[src/rtl/matrix_acc_pkg.sv]
// matrix_accumulate shared package
// Default sizes, FSM state type and lane slicing helper.
package matrix_acc_pkg;

  localparam int ELEMS_D  = 16;
  localparam int PROD_W_D = 32;
  localparam int ACC_W_D  = 40;
  localparam int BATCH_D  = 4;

  typedef enum logic {
    ACCUM = 1'b0,
    HOLD  = 1'b1
  } state_e;

  // Low bit of lane idx on a bus of width-wide lanes.
  function automatic int lane_lo(input int idx, input int width);
    return idx * width;
  endfunction

endpackage

[src/rtl/acc_lane.sv]
// matrix_accumulate single accumulator lane
// One wrapping register with adder and carry-out.
module acc_lane
  import matrix_acc_pkg::*;
#(
  parameter int ACC_W = ACC_W_D
) (
  input  logic             clk,
  input  logic             clear,
  input  logic             add_en,
  input  logic [ACC_W-1:0] addend,
  output logic [ACC_W-1:0] value,
  output logic             carry
);

  logic [ACC_W-1:0] value_q;
  logic [ACC_W:0]   sum;

  assign sum   = {1'b0, value_q} + {1'b0, addend};
  assign carry = sum[ACC_W];
  assign value = value_q;

  // Clear wins over add; the sum wraps modulo 2^ACC_W.
  always_ff @(posedge clk) begin
    if (clear) begin
      value_q <= '0;
    end else if (add_en) begin
      value_q <= sum[ACC_W-1:0];
    end
  end

endmodule

[src/rtl/matrix_accumulate.sv]
// matrix_accumulate top
// Batch FSM, beat count, sticky overflow and output handshake.
module matrix_accumulate
  import matrix_acc_pkg::*;
#(
  parameter int ELEMS  = ELEMS_D,
  parameter int PROD_W = PROD_W_D,
  parameter int ACC_W  = ACC_W_D,
  parameter int BATCH  = BATCH_D,
  localparam int CNT_W = $clog2(BATCH + 1)
) (
  input  logic                    clk,
  input  logic                    reset,
  input  logic                    in_valid,
  output logic                    in_ready,
  input  logic [ELEMS*PROD_W-1:0] in_data,
  input  logic                    flush,
  output logic                    out_valid,
  input  logic                    out_ready,
  output logic [ELEMS*ACC_W-1:0]  out_data,
  output logic [CNT_W-1:0]        out_count,
  output logic                    out_ovf
);

  localparam logic [CNT_W-1:0] BATCH_C = CNT_W'(BATCH);

  state_e           state_q;
  state_e           state_d;
  logic [CNT_W-1:0] count_q;
  logic [CNT_W-1:0] cnt_inc;
  logic             ovf_q;
  logic             accept;
  logic             clear;
  logic             last_beat;
  logic [ELEMS-1:0] carry;

  assign cnt_inc   = count_q + 1'b1;
  assign last_beat = (cnt_inc == BATCH_C);

  assign out_count = count_q;
  assign out_ovf   = ovf_q;

  // One lane per matrix element, addend zero-extended.
  for (genvar i = 0; i < ELEMS; i++) begin : g_lane
    acc_lane #(
      .ACC_W (ACC_W)
    ) u_lane (
      .clk    (clk),
      .clear  (clear),
      .add_en (accept),
      .addend (ACC_W'(in_data[lane_lo(i, PROD_W) +: PROD_W])),
      .value  (out_data[lane_lo(i, ACC_W) +: ACC_W]),
      .carry  (carry[i])
    );
  end

  // State register.
  always_ff @(posedge clk) begin
    if (reset) begin
      state_q <= ACCUM;
    end else begin
      state_q <= state_d;
    end
  end

  // Next state and handshake outputs.
  always_comb begin
    state_d   = state_q;
    in_ready  = 1'b0;
    out_valid = 1'b0;
    accept    = 1'b0;
    clear     = reset;
    unique case (state_q)
      ACCUM: begin
        in_ready = 1'b1;
        accept   = in_valid;
        if (accept && last_beat) begin
          state_d = HOLD;
        end else if (flush &&
                     (in_valid || count_q != '0)) begin
          state_d = HOLD;
        end
      end
      HOLD: begin
        out_valid = 1'b1;
        if (out_ready) begin
          clear   = 1'b1;
          state_d = ACCUM;
        end
      end
      default: state_d = ACCUM;
    endcase
  end

  // Beat count and sticky lane-wrap flag.
  always_ff @(posedge clk) begin
    if (clear) begin
      count_q <= '0;
      ovf_q   <= 1'b0;
    end else if (accept) begin
      count_q <= cnt_inc;
      ovf_q   <= ovf_q | (|carry);
    end
  end

endmodule

[config.mk]
export PLATFORM = sky130hd
export DESIGN_NAME = matrix_accumulate
export DESIGN_NICKNAME = d
export VERILOG_FILES = /design/src/rtl/matrix_acc_pkg.sv /design/src/rtl/acc_lane.sv /design/src/rtl/matrix_accumulate.sv
export SDC_FILE = /design/constraint.sdc
export NUM_CORES = 2
export LEC_CHECK = 0
export CAP_MARGIN = 20
export CORE_AREA = 2 2 454 456
export CTS_BUF_LIST = sky130_fd_sc_hd__clkbuf_2 sky130_fd_sc_hd__clkbuf_4 sky130_fd_sc_hd__clkbuf_8
export DETAILED_ROUTE_END_ITERATION = 12
export DIE_AREA = 0 0 456 458
export PLACE_DENSITY_LB_ADDON = 0.08
export SLEW_MARGIN = 30
export SYNTH_ARGS = -nofsm -noshare
export SYNTH_HDL_FRONTEND = slang
export SYNTH_SLANG_ARGS = --single-unit
[constraint.sdc]
create_clock -name clk -period 8.2 [get_ports clk]
set_input_delay 1.23 -clock clk [delete_from_list [all_inputs] [get_ports clk]]
set_output_delay 1.23 -clock clk [all_outputs]
set_load 0.05 [all_outputs]
* Yosys cells after proc, flatten, opt, wreduce, memory -nomap -nowiden
Index checks and enable logic that the tools add are counted.
** Cells by class
- Reductions and logical operators :: 5
- $mul :: 0
- Bitwise operators :: 2
- Divide/modulo/power cells :: 0
- $lt $le $gt $ge :: 0
- Muxes and demuxes :: 9
- Eq/ne operators :: 1
- Shift operators :: 0
- $add $sub $neg :: 17
** Operator list (number)
- adder 40 x 32 -> 41 bit :: 16
- OR reduction 16 bit :: 1
- two-way mux 1 bit :: 8
- adder 3 x 1 -> 3 bit (second input constant) :: 1
- == test 3 bit (second input constant) :: 1
- nonzero test 3 bit :: 1
- logical AND 1 bit :: 2
- one-hot mux 1 bit (2 select lines) :: 1
- logical OR 1 bit :: 1
- NOT 1 bit :: 1
- OR 1 bit :: 1
** Word-level totals
- Bits in latches :: 0
- RAM bits :: 0
- Word-level logic and storage cells :: 53
- Bits of input ports :: 517
- Memories kept :: 0
- Output and inout bits :: 646
- Memory bits (read-only) :: 0
- Flip-flop bits (word level) :: 645

* Longest topological paths before layout
- Depth after elaboration :: 6
- Mapped depth :: 13
- Gate-level depth less buffers :: 13

* Hierarchy
A second synthesis with hierarchy kept.
** Second synthesis, totals
- Cell total of the unflattened synthesis :: 7383
- Area, all modules :: 58738.8 µm²
** Modules (own cells, without submodules)
- acc_lane (g_lane[1].u_lane ...) :: times used 7, seq. area each 800.8 µm², cells an instance 431, area each 3550.9 µm²
- acc_lane (g_lane[10].u_lane ...) :: times used 6, seq. area each 800.8 µm², cells an instance 501, area each 3814.9 µm²
- acc_lane (g_lane[5].u_lane ...) :: times used 2, seq. area each 800.8 µm², cells an instance 431, area each 3483.3 µm²
- acc_lane (g_lane[0].u_lane) :: times used 1, seq. area each 800.8 µm², cells an instance 464, area each 3722.3 µm²
- matrix_accumulate :: times used 1, seq. area each 100.1 µm², cells an instance 34, area each 304.0 µm²

* Worst setup path before layout
No wires, ideal clock.
- Kind :: input-to-reg
- Start point :: input port in_data[96]
- End point :: register g_lane[3].u_lane.value_q[36]
- Cell stages on the path :: 12
- Library setup time :: 0.116 ns
- Path slack :: 3.975 ns
- Required time :: 8.084 ns
- Arrival :: 4.108 ns
- Cells stage by stage :: ha_1 -> fa_1 -> a21o_1 -> a21o_1 -> a2111oi_2 -> o2111ai_1 -> a31oi_2 -> o21ai_1 -> a211o_1 -> a211o_1 -> a21o_1 -> a41o_1
** On the way
- Cells in the longest elaborated chain, start to end :: 1
** RTL lines
- start, declared :: line matrix_accumulate.sv:16 : input logic [ELEMS*PROD_W-1:0] in_data,
- adder 40 x 32 -> 41 bit :: line acc_lane.sv:19 : assign sum = {1'b0, value_q} + {1'b0, addend};
- end signal, assigned :: line acc_lane.sv:28 : value_q <= sum[ACC_W-1:0];
- end, declared :: line acc_lane.sv:16 : logic [ACC_W-1:0] value_q;
No other way between the ends.
A chain may end at the register's enable or synchronous reset.

* Worst setup path in the final report
- Start point :: input port in_data[262]
- End point :: register g_lane[8].u_lane.value_q[37]
** On the way
- Cells in the longest elaborated chain, start to end :: 1
** RTL lines (line)
- adder 40 x 32 -> 41 bit :: acc_lane.sv:19
- end signal, assigned :: acc_lane.sv:28
- end, declared :: acc_lane.sv:16
No other way between the ends.

==> metrics.yaml <==
power_and_ir_drop:
  seq_power_share_pct: 26.8
  switchingPower_w: 0.00609
  leakage_nw: 27.7
  p_per_area_mw_per_mm2: 213
  p_clk_share_pct: 29.2
  comb_power_share_pct: 44.0
  irDropWorstVdd_mv: 0.147
  finalPower_w: 0.0142
  p_sw_share_pct: 42.9
  internal_power_w: 0.00812
timing:
  fmax_ghz: 0.208
  rsz0062_at_grt: "no"
  finalClockSkew_ps: 57.9
  hold_violations: 0
  fin_crit_sh_pct: 58.8
  setup_viol: 0
  holdWs_ps: 471
  slew_headroom_pct: 33.6
  post-route-min-period_ps: 4820
  setup_tns_ps: 0
  slew_viol_final: 0
  tightestPinTransition_ps: 992
clock_tree:
  cts.clk_slew.worst_paths_ps: 50
  clock_latency_ps: 950
  htreeDepth: 4
  cts_tree: "built"
  root_buffer: "clkbuf_8"
  ctsHoldBuffers: 0
  post-cts-setup-buffers: 0
  clk_path_buf_depth: 3
  ctsResizeCount: 0
  cts_inserted_buffers: 151
  clock-sinks: 645
grt:
  grt_max_degree: 167
  track_usage_pct: 22.5
  overflow: 0
  grt_pass1_vias: 50277
  antenna_found_initial: 73
  grt_pass1_wl_um: 351000
finish:
  final_util_pct: 32.7
  area_growth_pct: 36.5
  layout.nets: 8579
  design_area_mm2: 0.0667
  drive_above_1_share_pct: 5.01
synth:
  synth_seq_cells: 645
  synthSimpleGateAreaFrac_pct: 20.6
  synth.cell_area_mm2: 0.0488
  synth_compound_area_share_pct: 27.5
  muxShareOfSynthArea_pct: 0.228
  synth.distinct_cells: 91
  ys.flop_type: "dfxtp_1"
  yosysWarnings: 0
  async_reset_ff_share_pct: 0
  synth_fa_ha_area_share_pct: 13.9
  syn_nets: 7469
  synth_xor_area_share_pct: 8.41
  synth_top_family_by_area: "compound AO/OA/AOI/OAI gates"
  avgSynthCellArea_um2: 7.61
  synth_cells: 6421
  synth_edf_count: 0
  ys_seq_area_share_pct: 26.4
die:
  die_area_mm2: 0.209
  die_w_um: 456
  std_cell_rows: 166
  ioPinCount: 1163
  coreArea_mm2: 0.204
  fp.dieH_um: 458
  start_util_pct: 24.0
place:
  placed_area_mm2: 0.0634
  io_buffers: 1162
  dpl.hpwl_um: 194000
  gp_congestion: 0.906
critical_path:
  worst_path_largest_cell_delay_ps: 860
  endpoint_kind: "flop"
  critPathLaunchType: "primary input"
  setup.worst_path.class: "primary input to flop"
  crit_fanout: 4
  slowest_stage: "a211oi_1"
  crit_chain: "clkdlybuf4s50_1 > ha_1 > or2_2 > nor4_2 > o22ai_1 > a211oi_1 > o21ai_0 > a311oi_1 > o21ai_0 > nand3_1 > xor2_1 > nor2_1"
  crit_required_ps: 8950
  cp.arrival_ps: 5570
  cp_common_cell: "o21ai_0"
flow_run:
  max_cap_violations: 0
routing:
  drc: 0
  detail-route-antenna-nets: 0
  dr_wl_met3_um: 14300
  drt_iter0_markers: 2907
  met2_length_um: 120000
  avgViaCountPerCell: 5.00
  drt_wl_total_um: 245000
  wl_per_cell_um: 23.7
  dr.max_layer_used: "met5"
  vias: 51744
  first_pass_iters: 8
  wl_met1_um: 99100
run_status:
  status: "completed"
min_path:
  hold_class: "flop to flop"
-- layout by cell type, fill, tap and decap left out, drive strengths merged, types with 58 or more instances in the layout --
master / count
clkbuf: 242
a211oi: 93
clkdlybuf4s50: 1161
nand2: 1050
o21ai: 411
inv: 149
and3: 72
o21bai: 78
nand2b: 67
nand4: 73
ha: 515
a21o: 293
nor2: 422
xnor2: 290
dfxtp: 645
a21oi: 837
nor3: 87
nand3: 159
or3: 88
a31oi: 58
o21a: 68
xor2: 179
-- final cells by class --
class                           instances  area (µm²)
Fill cell                           21821      137000
Tap cell                             2688        3360
Inverter                              141         529
Multi-Input combinational cell       5393       34600
Timing Repair Buffer                 1199       12000
Sequential cell                       645       12900
Clock buffer                          242        2980
Antenna cell                           31        77.6
Clock inverter                         20         188
-- final timing paths --
kind,endpoint,cells past startpoint,from,slack [ps]
max,g_lane[8].u_lane.value[37],12,in_data[262],3380
min,g_lane[14].u_lane.value[20],2,g_lane[14].u_lane.value[20],470
max reg2reg,g_lane[8].u_lane.value[37],12,g_lane[8].u_lane.value[1],3710
min reg2reg,g_lane[14].u_lane.value[20],2,g_lane[14].u_lane.value[20],470
-- Yosys cell counts (88+ instances only) --
library cell | number | area [µm²]
clkbuf_1 | 233 | 875
a211oi_1 | 91 | 683
nor2_1 | 422 | 1580
dfxtp_1 | 645 | 12900
nand3_1 | 159 | 796
nand2_1 | 1050 | 3940
o21ai_0 | 402 | 2010
inv_1 | 141 | 529
a21o_1 | 293 | 2200
or3_1 | 88 | 551
a21oi_1 | 836 | 4180
xnor2_1 | 290 | 2540
ha_1 | 515 | 6440
xor2_1 | 179 | 1570
-- stage by stage --
step                cells  worst slack [ps]
finish              10359              3380
global route        10350              2990
CTS                 10327              3370
detailed placement  10065              2360
global placement    10063              1960
floorplan            6421              3980
-- per-layer routing --
layer  GRT usage [%]  vias up
met5               0        -
met4            10.4       40
met3            5.82      427
met2            39.3     1331
met1            25.6    24427
li1                -    25519
-- power groups by stage --
stage,Clock (W),Combinational [W],Sequential (W)
final,0.00415,0.00624,0.00381
after global routing,0.00443,0.00677,0.00386
after CTS,0.00433,0.00627,0.00382
after detailed placement,0,0.00624,0.00388
after global placement,0,0.00625,0.00387
after floorplan,0,0.00307,0.00491
-- kinds of logic after synthesis --
kind of cell / Yosys count
buf+inv: 383
xor+xnor: 469
fa+ha+maj: 531
compound gates: 2159
flops: 645
simple gates: 2223
mux: 11
-- critical path: cells and delay by family --
| family | cells | cell delay (ps) |
|---|---|---|
| XOR/XNOR | 1 | 160 |
| buffers and inverters | 1 | 470 |
| AND/OR/NAND/NOR | 4 | 1200 |
| adder cells (fa/ha/maj) | 1 | 270 |
| AO/OA/AOI/OAI | 5 | 2220 |
-- registers in the layout (all words and copies together) (netlist names) --
signal	cells
g_lane.u_lane.value	640
out_count	3
out_ovf	1
state_q	1
(Power assumes the default switching activity.)
